$ cat config.mk
export PLATFORM = sky130hd
export DESIGN_NAME = ps2_host_tx
export DESIGN_NICKNAME = d
export VERILOG_FILES = /design/src/rtl/ps2_host_tx.sv
export SDC_FILE = /design/constraint.sdc
export NUM_CORES = 1
export LEC_CHECK = 0
export ABC_AREA = 1
export BUFFER_PORTS_ARGS = -buffer_cell sky130_fd_sc_hd__buf_2
export CORE_ASPECT_RATIO = 1.75
export CORE_MARGIN = 4
export CORE_UTILIZATION = 55
export CTS_CLUSTER_DIAMETER = 150
export DETAILED_ROUTE_END_ITERATION = 10
export GPL_TIMING_DRIVEN = 0
export PLACE_DENSITY_LB_ADDON = 0.1
export SETUP_SLACK_MARGIN = 0.3
export SLEW_MARGIN = 0
export SYNTH_ARGS = -nofsm -noshare
export SYNTH_HDL_FRONTEND = slang
export SYNTH_SLANG_ARGS = --single-unit
$ cat constraint.sdc
create_clock -name clk -period 3.97 [get_ports clk]
set_input_delay 0.397 -clock clk [delete_from_list [all_inputs] [get_ports clk]]
set_output_delay 0.397 -clock clk [all_outputs]
set_load 0.02 [all_outputs]
$ cat src/rtl/ps2_host_tx.sv
// ps2_host_tx: sends one host-to-device PS/2 command byte (inhibit, request-to-send, 11-bit frame, ACK check).
// Latency: INHIBIT_CYCLES+1 cycles to start bit, then paced by the device clock; pin edge reaches the FSM 2+FILTER_LEN cycles later.
// Backpressure: tx_start is taken only in IDLE; pulses while busy (or during reset) are dropped.
//
// Ports:
//   clk, reset                 system clock, synchronous active-high reset
//   tx_data, tx_start          command byte and one-cycle start request
//   ps2_clk_in, ps2_data_in    raw (asynchronous) PS/2 pin levels
//   ps2_clk_oe, ps2_data_oe    open-collector pull-low enables (1 = drive low)
//   busy, done, err            in-progress flag, end-of-transaction pulse, result (00 ok, 01 NACK, 10 timeout)
//
// Optional build macro PS2_TX_RETRY_EN: on NACK/timeout, release the lines, idle INHIBIT_CYCLES and
// resend the same byte, up to 2 retries; done/err only report the final outcome.

module ps2_host_tx #(
   parameter int INHIBIT_CYCLES = 6000,
   parameter int TIMEOUT_CYCLES = 1000000,
   parameter int FILTER_LEN     = 8
) (
   input  logic       clk,
   input  logic       reset,
   input  logic [7:0] tx_data,
   input  logic       tx_start,
   input  logic       ps2_clk_in,
   input  logic       ps2_data_in,
   output logic       ps2_clk_oe,
   output logic       ps2_data_oe,
   output logic       busy,
   output logic       done,
   output logic [1:0] err
);

   localparam int INH_W = $clog2(INHIBIT_CYCLES + 1);
   localparam int TO_W  = $clog2(TIMEOUT_CYCLES + 1);
   localparam int FLT_W = $clog2(FILTER_LEN + 1);

   localparam logic [INH_W-1:0] INH_LAST = INH_W'(INHIBIT_CYCLES - 1);
   localparam logic [TO_W-1:0]  TO_LAST  = TO_W'(TIMEOUT_CYCLES - 1);
   localparam logic [FLT_W-1:0] FLT_LAST = FLT_W'(FILTER_LEN - 1);

   localparam logic [1:0] RES_OK      = 2'b00;
   localparam logic [1:0] RES_NACK    = 2'b01;
   localparam logic [1:0] RES_TIMEOUT = 2'b10;

   typedef enum logic [2:0] {
      S_IDLE,
      S_INHIBIT,
      S_REQ,
      S_SHIFT,
      S_ACK,
      S_WAIT_IDLE,
      S_DONE
`ifdef PS2_TX_RETRY_EN
      , S_RETRY_WAIT
`endif
   } state_t;

   // ------------------------------------------------------------------
   // Pin conditioning: 2-FF synchronizers, then a run-length filter on
   // the clock so a single noisy sample never produces a fall.
   // ------------------------------------------------------------------
   logic             clk_s1, clk_s2;
   logic             data_s1, data_s2;
   logic             clk_f;
   logic             fall;
   logic [FLT_W-1:0] flt_cnt;

   always_ff @(posedge clk) begin
      if (reset) begin
         clk_s1  <= 1'b1;
         clk_s2  <= 1'b1;
         data_s1 <= 1'b1;
         data_s2 <= 1'b1;
         clk_f   <= 1'b1;
         flt_cnt <= '0;
         fall    <= 1'b0;
      end else begin
         clk_s1  <= ps2_clk_in;
         clk_s2  <= clk_s1;
         data_s1 <= ps2_data_in;
         data_s2 <= data_s1;
         fall    <= 1'b0;
         if (clk_s2 == clk_f) begin
            flt_cnt <= '0;
         end else if (flt_cnt == FLT_LAST) begin
            // FILTER_LEN consecutive differing samples: accept the new level
            clk_f   <= clk_s2;
            flt_cnt <= '0;
            fall    <= ~clk_s2;
         end else begin
            flt_cnt <= flt_cnt + 1'b1;
         end
      end
   end

   // ------------------------------------------------------------------
   // Transmit FSM
   // ------------------------------------------------------------------
   state_t           state;
   logic [7:0]       data_q;
   logic             par_q;
   logic [3:0]       bit_cnt;
   logic [INH_W-1:0] inh_cnt;
   logic [TO_W-1:0]  to_cnt;
   logic [1:0]       result;
`ifdef PS2_TX_RETRY_EN
   logic [1:0]       retry_cnt;
`endif

   // End of an attempt: either the device stopped clocking, or the bus
   // returned to idle after the ACK slot.
   logic       fin_vld;
   logic [1:0] fin_res;

   always_comb begin
      fin_vld = 1'b0;
      fin_res = result;
      if ((state inside {S_SHIFT, S_ACK, S_WAIT_IDLE}) && !fall && (to_cnt == TO_LAST)) begin
         fin_vld = 1'b1;
         fin_res = RES_TIMEOUT;
      end else if ((state == S_WAIT_IDLE) && clk_f && data_s2) begin
         fin_vld = 1'b1;
      end
   end

   always_ff @(posedge clk) begin
      if (reset) begin
         state       <= S_IDLE;
         ps2_clk_oe  <= 1'b0;
         ps2_data_oe <= 1'b0;
         busy        <= 1'b0;
         done        <= 1'b0;
         err         <= RES_OK;
         result      <= RES_OK;
         data_q      <= '0;
         par_q       <= 1'b0;
         bit_cnt     <= '0;
         inh_cnt     <= '0;
         to_cnt      <= '0;
`ifdef PS2_TX_RETRY_EN
         retry_cnt   <= '0;
`endif
      end else begin
         done <= 1'b0;
         case (state)
            S_IDLE: begin
               if (tx_start) begin
                  data_q      <= tx_data;
                  par_q       <= ~^tx_data;
                  err         <= RES_OK;
                  busy        <= 1'b1;
                  ps2_clk_oe  <= 1'b1;
                  ps2_data_oe <= 1'b0;
                  inh_cnt     <= '0;
`ifdef PS2_TX_RETRY_EN
                  retry_cnt   <= '0;
`endif
                  state       <= S_INHIBIT;
               end
            end

            S_INHIBIT: begin
               if (inh_cnt == INH_LAST) begin
                  ps2_data_oe <= 1'b1;   // start bit while clock is still held
                  state       <= S_REQ;
               end else begin
                  inh_cnt <= inh_cnt + 1'b1;
               end
            end

            S_REQ: begin
               ps2_clk_oe <= 1'b0;       // hand the clock to the device
               bit_cnt    <= '0;
               to_cnt     <= '0;
               state      <= S_SHIFT;
            end

            S_SHIFT, S_ACK, S_WAIT_IDLE: begin
               if (fall) to_cnt <= '0;
               else      to_cnt <= to_cnt + 1'b1;

               if (state == S_SHIFT) begin
                  // data changes just after a device fall; device samples on the rise
                  if (fall) begin
                     bit_cnt <= bit_cnt + 4'd1;
                     if (bit_cnt < 4'd8) begin
                        ps2_data_oe <= ~data_q[bit_cnt[2:0]];
                     end else if (bit_cnt == 4'd8) begin
                        ps2_data_oe <= ~par_q;
                     end else begin
                        ps2_data_oe <= 1'b0;  // stop bit = released line
                        state       <= S_ACK;
                     end
                  end
               end else if (state == S_ACK) begin
                  if (fall) begin
                     result <= data_s2 ? RES_NACK : RES_OK;
                     state  <= S_WAIT_IDLE;
                  end
               end
            end

            S_DONE: begin
               busy  <= 1'b0;
               state <= S_IDLE;
            end

`ifdef PS2_TX_RETRY_EN
            S_RETRY_WAIT: begin
               if (inh_cnt == INH_LAST) begin
                  ps2_clk_oe <= 1'b1;
                  inh_cnt    <= '0;
                  state      <= S_INHIBIT;
               end else begin
                  inh_cnt <= inh_cnt + 1'b1;
               end
            end
`endif

            default: state <= S_IDLE;
         endcase

         // Attempt finished: release both lines and report (or retry).
         if (fin_vld) begin
            ps2_clk_oe  <= 1'b0;
            ps2_data_oe <= 1'b0;
`ifdef PS2_TX_RETRY_EN
            if ((fin_res != RES_OK) && (retry_cnt != 2'd2)) begin
               retry_cnt <= retry_cnt + 1'b1;
               inh_cnt   <= '0;
               state     <= S_RETRY_WAIT;
            end else
`endif
            begin
               done  <= 1'b1;
               err   <= fin_res;
               state <= S_DONE;
            end
         end
      end
   end

endmodule

Word level (Yosys, flattened, before mapping)
Cells that the tools add are included.
{ "word_totals": {"regBits": 67, "output_inout_bits": 6, "in_bits": 13} }
{ "op_classes": {"magnitude_cmp": 2, "bitwise": 6, "mux": 38, "n_reduce_logical": 30, "eq_ne": 28, "add_sub_neg": 4} }
{ "ops": {"columns": ["operator", "n"], "rows": [
  ["20-bit one-hot mux with 2 select lines", 1],
  ["3-bit two-way mux", 9],
  ["13-bit two-way mux", 2],
  ["13-bit one-hot mux with 2 select lines", 1],
  ["3-bit != test (second input constant)", 7],
  ["20-bit by 1-bit adder with 20-bit output (second input constant)", 1],
  ["20-bit == test (second input constant)", 1],
  ["20-bit two-way mux", 1],
  ["4-bit != test (second input constant)", 5],
  ["7-bit AND reduction", 2],
  ["13-bit by 1-bit adder with 13-bit output (second input constant)", 1],
  ["13-bit == test (second input constant)", 1],
  ["1-bit two-way mux", 12],
  ["3-bit one-hot mux with 4 select lines", 1],
  ["2-bit nonzero test", 6],
  ["2-bit != test (second input constant)", 5],
  ["2-bit AND reduction", 5],
  ["3-bit == test (second input constant)", 3],
  ["3-bit OR reduction", 3],
  ["4-bit by 1-bit adder with 4-bit output (second input constant)", 2],
  ["2-bit two-way mux", 4],
  ["4-bit two-way mux", 2],
  ["4-bit one-hot mux with 2 select lines", 1],
  ["8-bit XNOR reduction", 1],
  ["19 further kinds", 31]
]} }

Logic depth before layout (Yosys ltp)
{ "logic_depth": {"ltp_word": 7, "depth_mapped": 13, "mapped_depth_nobuf": 13} }

Least setup slack after synthesis
OpenSTA, ideal clock, no wires.
{ "synth_timing": {"path_type": "register to register", "startpoint": "register inh_cnt[0]", "endpoint": "register inh_cnt[1]", "setup_ns": 0.117, "path_slack_ns": 2.416, "required_ns": 3.853, "t_arrival_ns": 1.437, "synth_period_minus_slack_ns": 1.554, "path_stages_with_launch": 10, "path_cell_list": "dfxtp_1 -> ha_1 -> nand3_1 -> nor2_1 -> nand2_1 -> nand2_2 -> nand2_2 -> buf_4 -> o21ai_0 -> nor2_1"} }
{ "synth_between": {"elab_chain_len": 3} }
{ "synth_rtl": {"columns": ["item", "line", "text"], "rows": [
  ["start, declared", "103", "logic [INH_W-1:0] inh_cnt;"],
  ["start signal, assigned", "167", "inh_cnt <= inh_cnt + 1'b1;"],
  ["13-bit by 1-bit adder with 13-bit output / 13-bit == test (equally long branches)", "167, 163", null],
  ["13-bit two-way mux / 2-bit != test (equally long branches)", null, null],
  ["13-bit one-hot mux with 2 select lines / 3-bit AND reduction (equally long branches)", null, null]
]} }
Several ways; a longest one is shown, not always the timed one. The select of a mux whose other input is x is not followed.
A chain may end at the register's enable or synchronous reset.

Worst setup path after layout
{ "layout_timing": {"startpoint": "register to_cnt[0]", "endpoint": "register to_cnt[16]"} }
{ "layout_between": {"elab_chain_len": 3} }
{ "layout_rtl": {"columns": ["item", "line", "text"], "rows": [
  ["start, declared", "104", "logic [TO_W-1:0] to_cnt;"],
  ["start signal, assigned", "180", "else to_cnt <= to_cnt + 1'b1;"],
  ["20-bit by 1-bit adder with 20-bit output", "180", null],
  ["20-bit two-way mux", "179", "if (fall) to_cnt <= '0;"],
  ["20-bit one-hot mux with 2 select lines", "145", "case (state)"]
]} }
Every way passes these cells.

==> metrics.yaml <==
p_switching_uw: 797.1
pwr-share-seq_pct: 38.0
synth_cell_type_count: 39
setup_viol: 0
port_buffers: 18
pwr_density_cell_nw_per_um2: 537.4
ctsHoldBuffers: 0
area_growth_pct: 11.59
die_w_microns: 68.37
vdd_drop_max_mv: 0.4374
p_comb_share_pct: 33.1
relSlewSlack_pct: 53.38
drtAntennaViolNets: 0
finalHoldViolations: 0
start_kind: "flop"
overflow: 0
die_y_microns: 113.6
coreArea_sq_um: 6181
max_slew.worst_pin.slew_ns: 0.6993
cts_tree: "built"
via_per_inst: 5.387
clk_latency_ns: 0.35
synth_edf_count: 0
min_period_ns: 1.911
fmax_mhz: 523.2
swShare_pct: 37.90
drv_slew: 0
cp_max_fo: 6
fin_tns_setup_ns: 0
syn_nets: 537
postSynth.asyncResetShare_pct: 0
netlist_instances: 519
pin_count: 19
dr.pass1.iters: 5
vias: 3410
grt_pass1_wl_mm: 14.30
required_ns: 4.25
internal_power_mw: 1.306
cts-htree-levels: 3
grt_max_degree: 11
routed_wirelength_mm: 8.590
post_cts_buffers: 0
gp_congestion: 0.9276
synthFlopType: "dfxtp_1"
final_nets: 566
path_class: "flop to flop"
dieArea_sq_um: 7769
layout-drive-gt1-share_pct: 11.39
final_cell_count_no_fill: 633
synth-seq-cells: 66
leakage_nw: 1.561
syn_area_sq_um: 3507
cp.arrival_ns: 2.19
hpwl_mm: 6.496
worst_hold_path_type: "input port to flop"
wire_per_inst_microns: 13.57
syn_area_per_cell_sq_um: 6.757
rows: 38
power_frac_clock_pct: 28.9
ys_seq_area_share_pct: 37.67
diodes: 0
initial_core_util_pct: 56.74
final.setup_skew_ns: 0.007509
root_buffer: "clkbuf_8"
cts_inserted_buffers: 9
cts_resized: 0
dp_cells: 617
yosysWarnings: 0
cp-end-kind: "flop"
rsz0062_at_grt: "false"
cts_buffer_depth: 2
status: "complete, no violations"
cts.clk_slew.worst_paths_ns: 0.06
antenna_found_initial: 0
grt_pass1_vias: 3287
fin_crit_sh_pct: 48.14
cts_num_sinks: 66
drc_errors: 0
drt_iter0_drc: 244
maxCapViolations: 0
track_usage_pct: 24.45
[cell type report]
class | count | area (sq um)
fill | 619 | 2267
multi-input combinational | 373 | 1861
sequential | 66 | 1321
inverter | 70 | 272.8
clock buffer | 15 | 186.4
tap | 80 | 100.1
timing repair buffer | 18 | 90.09
buffer | 10 | 52.55
clock inverter | 1 | 30.03
[flip-flops by register name (all words and copies together) (netlist names), 2 cells and up]
| signal | count |
|---|---|
| bit_cnt | 4 |
| data_q | 8 |
| err | 2 |
| flt_cnt | 4 |
| inh_cnt | 13 |
| state | 3 |
| to_cnt | 20 |
[cell usage after synthesis (2+ instances only)]
cell        n  area [sq um]
o21ai_1     3         15.01
nand2_4     3         33.78
nor2_4      2         22.52
xor2_1      6         52.55
or2_2       4         25.02
dfxtp_1    66          1321
o211ai_1    2         15.01
inv_1      64         240.2
xnor2_1     6         52.55
nand2_2     4         25.02
nand4_1    17         106.4
o31ai_1     3         22.52
inv_2       4         15.01
a21oi_1    48         240.2
clkbuf_1    4         15.01
o21ai_0    18         90.09
nor3_1     17         85.08
nor2_1     49         183.9
nand3_1    47         235.2
nand2_1   124         465.5
buf_2       3         15.01
nor2_2      4         25.02
ha_1        5         62.56
[routing by layer]
layer	GRT usage, %	up-vias	part of all wire (%)	wire length, microns
met4	13.01	0	3.7	318
met5	0	-	0	0
met1	25.62	1559	39	3380
met2	43.30	79	53	4510
met3	5.517	25	4.4	381
li1	-	1747	-	-
[cell usage in the layout (no fill, tap or decap), types with 6 or more instances in the layout]
master,instances
xor2_1,6
xnor2_1,6
clkbuf_8,13
a21oi_1,48
nor2_1,49
clkbuf_1,6
dfxtp_1,66
nand4_1,17
buf_2,21
nor3_1,17
o21ai_0,18
inv_1,64
nand3_1,47
nand2_1,124
[worst paths after layout]
| path | end | cells after the start | slack [ns] | start |
|---|---|---|---|---|
| worst max-delay path | to_cnt[16] | 9 | 2.06 | to_cnt[0] |
| worst min-delay path | data_s1 | 2 | 0.23 | ps2_data_in |
| worst max register to register | to_cnt[16] | 9 | 2.06 | to_cnt[0] |
| worst min register to register | clk_s2 | 1 | 0.42 | clk_s1 |
[power by group through the flow]
stage,logic (mW),registers [mW],clock network (mW)
after detailed placement,0.698,0.812,0
after CTS,0.701,0.798,0.621
after global placement,0.686,0.811,0
after floorplan,0.515,0.811,0
final,0.697,0.799,0.607
after global routing,0.778,0.808,0.659
[worst max-delay path, cell delays in order (launching register included)]
cell and delay, ns:
dfxtp_1 0.46, ha_1 0.21, nand2_1 0.07, nor2_1 0.27, nand2_1 0.16, nor2_2 0.21
nand2_1 0.10, nor2_1 0.11, o21ai_0 0.09, a31oi_1 0.16
[cell families (layout without fill, tap and decap cells)]
| group | after synthesis | count (layout) | share of synthesized area (%) |
|---|---|---|---|
| AND/OR/NAND/NOR | 277 | 277 | 36.07 |
| buffers and inverters | 80 | 114 | 9.275 |
| AO/OA/AOI/OAI | 79 | 79 | 12.20 |
| flip-flops | 66 | 66 | 37.67 |
| XOR/XNOR | 12 | 12 | 2.997 |
| adder cells (fa/ha/maj) | 5 | 5 | 1.784 |
[through the flow]
stage	area [sq um]	hold WS, ns	setup WS (ns)	util, %	total power, mW
3_5_place_dp	3697	0.4003	2.068	59.82	1.510
3_3_place_gp	3697	0.3917	2.072	59.82	1.497
6_report	3914	0.2264	2.059	63.32	2.103
2_1_floorplan	3507	0.3895	2.416	-	1.326
5_1_grt	3914	0.2142	1.842	63.32	2.244
4_1_cts	3914	0.2110	2.053	63.32	2.120
No activity file was read; power rests on OpenSTA's default activity.
